### src/rtl/icache_refill_ctrl.sv
// -----------------------------------------------------------------------------
// icache_refill_ctrl
//   L1 I-cache miss/refill sequencer. Takes one miss at a time from IFetch,
//   requests the aligned line from memory, streams each returned beat into the
//   data array and finishes with a single-cycle tag fill plus a done pulse.
//   A flush (i_clear) seen while the line is in flight suppresses the tag fill
//   so that a line fetched before the flush is never re-validated.
// -----------------------------------------------------------------------------
module icache_refill_ctrl #(
  parameter  int CACHELINE_SIZE      = 16,
  parameter  int CACHELINE_SIZE_BITS = 4,
  parameter  int NUM_ENTRIES_BITS    = 5,
  parameter  int BEAT_BYTES          = 4,
  parameter  int PADDR_WIDTH         = 32,
  localparam int NUM_BEATS           = CACHELINE_SIZE / BEAT_BYTES,
  localparam int BEAT_IDX_W          = (NUM_BEATS > 1) ? $clog2(NUM_BEATS) : 1,
  localparam int BEAT_W              = 8 * BEAT_BYTES
) (
  input  logic                        i_clk,
  input  logic                        i_rst_n,
  input  logic                        i_clear,
  // IFetch side
  input  logic                        i_miss,
  input  logic [PADDR_WIDTH-1:0]      i_miss_paddr,
  output logic                        o_busy,
  output logic                        o_refill_done,
  // Memory request / response
  output logic                        o_mem_req,
  output logic [PADDR_WIDTH-1:0]      o_mem_addr,
  input  logic                        i_mem_ack,
  input  logic                        i_mem_valid,
  input  logic [BEAT_W-1:0]           i_mem_data,
  // Data array write port
  output logic                        o_data_we,
  output logic [NUM_ENTRIES_BITS-1:0] o_data_idx,
  output logic [BEAT_IDX_W-1:0]       o_data_beat,
  output logic [BEAT_W-1:0]           o_data_wdata,
  // Tag array fill port
  output logic                        o_fill,
  output logic [PADDR_WIDTH-1:0]      o_fill_paddr
);

  typedef enum logic [1:0] {
    ST_IDLE = 2'd0,
    ST_REQ  = 2'd1,
    ST_RECV = 2'd2,
    ST_FILL = 2'd3
  } state_e;

  // Clears the byte-offset bits so every address leaving this block is line aligned.
  localparam logic [PADDR_WIDTH-1:0] LINE_MASK =
    {{(PADDR_WIDTH-CACHELINE_SIZE_BITS){1'b1}}, {CACHELINE_SIZE_BITS{1'b0}}};
  localparam logic [BEAT_IDX_W-1:0]  LAST_BEAT = BEAT_IDX_W'(NUM_BEATS - 1);

  state_e                  r_state;
  state_e                  w_state_nxt;
  logic [PADDR_WIDTH-1:0]  r_line_addr;
  logic [PADDR_WIDTH-1:0]  w_line_addr_nxt;
  logic [BEAT_IDX_W-1:0]   r_beat_cnt;
  logic [BEAT_IDX_W-1:0]   w_beat_cnt_nxt;
  logic                    r_abort;
  logic                    w_abort_nxt;

  // State register, line address, beat counter and abort flag.
  always_ff @(posedge i_clk) begin
    if (!i_rst_n) begin
      r_state     <= ST_IDLE;
      // NOTE: the line address is datapath, but it feeds o_data_idx directly,
      // so it is reset to keep every output at zero straight out of reset.
      r_line_addr <= '0;
      r_beat_cnt  <= '0;
      r_abort     <= 1'b0;
    end else begin
      // NOTE: non-blocking assignments here so every register samples the
      // values computed by the combinational block in the same cycle.
      r_state     <= w_state_nxt;
      r_line_addr <= w_line_addr_nxt;
      r_beat_cnt  <= w_beat_cnt_nxt;
      r_abort     <= w_abort_nxt;
    end
  end

  // Next-state logic and all outputs, decoded from the current state.
  always_comb begin
    // NOTE: every signal written below gets a default first, so no path
    // through the case statement can leave one unassigned and infer a latch.
    w_state_nxt     = r_state;
    w_line_addr_nxt = r_line_addr;
    w_beat_cnt_nxt  = r_beat_cnt;
    w_abort_nxt     = r_abort;

    o_busy          = 1'b1;
    o_refill_done   = 1'b0;
    o_mem_req       = 1'b0;
    o_mem_addr      = '0;
    o_data_we       = 1'b0;
    o_data_beat     = '0;
    o_data_wdata    = '0;
    o_fill          = 1'b0;
    o_fill_paddr    = '0;

    // The index comes from the latched line so it cannot move mid-refill.
    o_data_idx = r_line_addr[CACHELINE_SIZE_BITS +: NUM_ENTRIES_BITS];

    case (r_state)
      ST_IDLE: begin
        o_busy = 1'b0;
        if (i_miss) begin
          w_line_addr_nxt = i_miss_paddr & LINE_MASK;
          w_state_nxt     = ST_REQ;
        end
      end

      ST_REQ: begin
        o_mem_req  = 1'b1;
        o_mem_addr = r_line_addr;
        if (i_clear) begin
          w_abort_nxt = 1'b1;
        end
        // Beats arriving before the ack do not belong to this request.
        if (i_mem_ack) begin
          w_state_nxt = ST_RECV;
        end
      end

      ST_RECV: begin
        // A flush here cannot cancel the memory burst; the beats still drain
        // and are written, only the final tag fill is withheld.
        if (i_clear) begin
          w_abort_nxt = 1'b1;
        end
        if (i_mem_valid) begin
          o_data_we    = 1'b1;
          o_data_beat  = r_beat_cnt;
          o_data_wdata = i_mem_data;
          if (r_beat_cnt == LAST_BEAT) begin
            w_beat_cnt_nxt = '0;
            w_state_nxt    = ST_FILL;
          end else begin
            w_beat_cnt_nxt = r_beat_cnt + 1'b1;
          end
        end
      end

      ST_FILL: begin
        // IFetch always gets its done pulse; the tag is only validated when
        // no flush happened during the refill or in this very cycle.
        o_fill        = !r_abort && !i_clear;
        o_fill_paddr  = r_line_addr;
        o_refill_done = 1'b1;
        w_abort_nxt   = 1'b0;
        w_state_nxt   = ST_IDLE;
      end

      default: begin
        w_state_nxt = ST_IDLE;
      end
    endcase
  end

endmodule

### config.mk
export PLATFORM = sky130hd
export DESIGN_NAME = icache_refill_ctrl
export DESIGN_NICKNAME = d
export VERILOG_FILES = /design/src/rtl/icache_refill_ctrl.sv
export SDC_FILE = /design/constraint.sdc
export NUM_CORES = 1
export LEC_CHECK = 0
export CORE_MARGIN = 2
export CORE_UTILIZATION = 33
export CTS_CLUSTER_DIAMETER = 120
export DETAILED_ROUTE_END_ITERATION = 10
export PLACE_DENSITY = 0.89
export SETUP_SLACK_MARGIN = 0.05
export SLEW_MARGIN = 10
export SYNTH_ARGS = -nofsm -noshare
export SYNTH_HDL_FRONTEND = slang
export SYNTH_SLANG_ARGS = --single-unit
### constraint.sdc
create_clock -name i_clk -period 1.8 [get_ports i_clk]
set_clock_uncertainty 0.15 [all_clocks]
set_input_delay 0.18 -clock i_clk [delete_from_list [all_inputs] [get_ports i_clk]]
set_output_delay 0.18 -clock i_clk [all_outputs]
set_load 0.02 [all_outputs]
==> After elaboration in Yosys (flattened, before gate mapping) <==
Index checks and enable logic that the tools add are counted.
{ "totals": {"regBits": 33, "word_cells": 44} }
{ "op_classes": {"n_addsub": 1, "muxes": 20, "n_reduce_logical": 10, "n_eq_ne": 9} }
{ "ops": {"columns": ["op", "n"], "rows": [
  ["$mux W32", 4],
  ["$mux W2", 7],
  ["$ne A2 B2 Y1 const B", 4],
  ["$pmux W2 S4", 1],
  ["$mux W1", 7],
  ["$eq A2 B2 Y1 const B", 3],
  ["$reduce_and A2 Y1", 3],
  ["$reduce_and A4 Y1", 1],
  ["$add A2 B1 Y2 const B", 1],
  ["$eq A2 B1 Y1 const B", 1],
  ["$logic_not A1 Y1", 2],
  ["$logic_not A2 Y1", 1],
  ["$ne A2 B1 Y1 const B", 1],
  ["$pmux W1 S2", 1],
  ["$reduce_bool A2 Y1", 1],
  ["$reduce_or A2 Y1", 1],
  ["$logic_and A1 B1 Y1", 1]
]} }

==> Logic depth before layout (Yosys ltp) <==
{ "logic_depth": {"depth_word": 4, "depth_mapped": 7} }

==> Worst setup path before layout <==
No wires, ideal clock.
{ "synth_timing": {"path_type": "flip-flop to output port", "startpoint": "register r_state[0]", "endpoint": "output o_fill", "stages_incl_launch_ff": 5, "path_buffers": 1, "required_ps": 1470, "arrival_time_ps": 1499, "setup_slack_ps": -29, "path_cell_list": "dfxtp_1 -> ha_1 -> clkbuf_1 -> inv_1 -> nor3_1"} }
{ "synth_via": {"elab_chain_len": 2} }
{ "synth_lines": {"columns": ["element", "line_no", "source"], "rows": [
  ["from (decl)", "55", "state_e r_state;"],
  ["from (signal assigned)", "76", "r_state <= w_state_nxt;"],
  ["$eq A2 B2 Y1", "105", "case (r_state)"],
  ["$mux W1", "105", null],
  ["to (decl)", "39", "output logic o_fill,"]
]} }
No other way between the ends.

==> Final worst setup path <==
{ "layout_timing": {"startpoint": "register r_state[0]", "endpoint": "output o_mem_addr[9]"} }
{ "layout_via": {"elab_chain_len": 2} }
{ "layout_lines": {"columns": ["element", "line_no", "source"], "rows": [
  ["$eq A2 B1 Y1", "105", null],
  ["$mux W32", "105", null],
  ["to (decl)", "29", "output logic [PADDR_WIDTH-1:0] o_mem_addr,"]
]} }
No other way between the ends.

==> results by group <==
Setup path
  • Critical Path Max Stage Delay: between 0.3 and 0.4 ns
  • CP cell instances: buf_6 > ha_4 > buf_4 > and2_1 > buf_2
  • WP data arrival: about 1.4 ns
  • Crit Path Max Fanout: 6
  • Setup CP Type: reg -> out
  • Worst EP required: 1.47 ns
  • Launch point of the worst reg-to-reg path: r_state[0]
  • Worst Setup SP: r_state[0]
  • Setup crit end kind: output pin
  • Max stage delay cell, worst path: dfxtp_4
  • Setup crit start kind: flop

Placed design
  • GPL Wtd Cong: 0.754
  • Detailed Place HPWL: 5160 um
  • Port Buf Inserts: about 170

Global route
  • Largest net degree at the start of global routing: 38
  • Global route overflow: 0
  • Initial antenna violation count: 0
  • Gr usage total: 0.177
  • First-pass GRT wire length: between 10,000 and 15,000 um
  • Vias in the first global route: around 2,400

Hold path
  • Worst min path class: in -> reg
  • Hold path startpoint: i_miss_paddr[27]

Floorplanning
  • DIE AREA: 7340 sq um
  • Initial Utilization: 0.345
  • Die Width: around 86 um
  • Die Span Y: 85.7 um
  • Core Area: around 6400 sq um
  • FP Rows: 29
  • I/O pins: about 180

Layout
  • Commonest non-fill, non-tap cell in the layout: clkdlybuf4s50_1
  • Most frequent cells in the layout: clkdlybuf4s50_1, nand2_1, buf_6
  • Post-Route Utilization: 0.678
  • Fraction of layout cells with a size suffix above 1: 0.430
  • Final #Nets: 530
  • Fillers: between 400 and 500
  • Reg area: 668 sq um
  • Antenna diode count: 0
  • Area growth, synth to finish: 96.6%
  • Multi-input combinational cell area: roughly 1500 sq um

Route
  • Drt first-iter violations: 47
  • Met2 Wirelength: 4210 um
  • DR WL/cell: approximately 15 um
  • Routed wl met3: ~490 um
  • Vias: 2,485
  • Wl on met1: approximately 2900 um
  • DR top layer: met4
  • Routed WL: 7760 um
  • Post-route ant nets: 0
  • DRT Pass-1 Iters: 4
  • Average via count per standard cell: 4.69
  • DRC violations left: 0

Logic synthesis
  • YS warnings: 0
  • #FFs+latches synth: 33
  • Synth unique cells: 25
  • Post-Syn Area: ~2200 sq um
  • Mean post-synth cell area: between 7 and 8 sq um
  • Seq/Total Area, Yosys: 0.300
  • Post-synthesis cell count: between 200 and 300

Clock tree
  • CTS Root Buffer Type: clkbuf_8
  • Num CTS Buffers: 5
  • Clock sinks: 33
  • Post-CTS Hold Buffers: 0
  • CTS max path bufs: 2
  • H-tree depth: 2
  • CTS tree: built
  • CTS clk-pin slew, worst paths: roughly 0.070 ns
  • Clock latency on the worst-skew pair: 0.28 ns

Timing
  • Final period util: 0.976
  • RSZ-0062 raised after global routing: yes
  • Fin. Hold Viols: 0
  • Fmax: 569 MHz
  • Min Hold Slack: 0.294 ns
  • Final Setup Violations: 0
  • Max-slew violation count: 0
  • Min Clock Period, post-route: about 1.8 ns

Outcome
  • Outcome: completed

Power
  • IR drop worst, VDD: around 0.00054 V
  • Tot Pwr: approximately 4.3 mW
  • Power Dens Cells: 983 nW/um^2
  • LEAKAGE: ~2 nW

Job
  • Max-cap violations: 0
## cells by family after synthesis
kind of cell,count (synthesis),share of synthesized area
flops,33,0.300
simple gates,162,0.389
other cells,1,0.00170
compound gates,33,0.148
mux,3,0.0136
fa+ha+maj,8,0.0455
buf+inv,38,0.102
## power breakdown
group	switching (mW)	internal, mW	total, mW
Combinational	1.30	1.38	2.68
Clock	0.278	0.267	0.545
Sequential	0.139	0.897	1.04
## synth_stat cells, drive strengths merged
library cell | n | area (sq um)
a21boi | 30 | 300
and2 | 57 | 358
and3 | 34 | 213
buf | 19 | 154
clkbuf | 14 | 52.6
conb | 1 | 3.75
dfxtp | 33 | 661
ha | 8 | 100
inv | 5 | 18.8
mux2i | 3 | 30.0
nand2 | 62 | 235
nand2b | 2 | 12.5
nand3 | 2 | 10.0
nor2 | 1 | 3.75
nor2b | 2 | 12.5
nor3 | 1 | 5.00
o2111ai | 1 | 15.0
o21ai | 2 | 10.0
or2b | 1 | 7.51
## worst max-delay path: cells and delay by family, from the launching register on
family	cells	cell delay, ns
fa+ha+maj	1	0.20
buf+inv	3	0.43
flops	1	0.37
simple gates	1	0.14
## area by class of cell
type	count	share of cell area
clock buffer	5	0.0159
clock inverter	3	0.00405
inverter	5	0.00434
multi-input combinational	216	0.356
sequential	33	0.154
tap	77	0.0223
timing repair buffer	191	0.443
## metrics by stage
stage / instance area, sq um / TNS, ns / std cells / setup slack, ns
after floorplan: 2230 / 0 / 285 / 0.0849
final: 4330 / 0 / 530 / 0.0441
after CTS: 3850 / -0.120 / 521 / -0.0122
after global placement: 3970 / -7.01 / 511 / -0.160
after global routing: 4330 / 0 / 530 / 0.00297
after detailed placement: 3970 / -10.09 / 511 / -0.178
## routing by layer
metal	vias to the layer above	GRT usage
met1	1123	0.185
met2	122	0.357
met4	0	0.0505
li1	1222	-
met5	-	0
met3	18	0.0279
## state kept, by name (all words and copies together), names as in the netlist
register / cells
r_abort: 1
r_beat_cnt: 2
r_line_addr: 28
r_state: 2
## final timing paths
path / to / slack (ns) / cells after the start
min reg2reg: r_line_addr[27] / 0.32 / 2
max: o_mem_addr[9] / 0.04 / 5
max reg2reg: r_line_addr[29] / 0.12 / 8
min: r_line_addr[27] / 0.29 / 3
## what timing repair did
action	CTS	global route
pin swaps	0	1
endpoints found under the hold margin	0	0
cloned	1	9
buffers inserted	1	0
gates resized for setup	358	137
endpoints found under the setup margin	123	95
(Power assumes the default switching activity.)
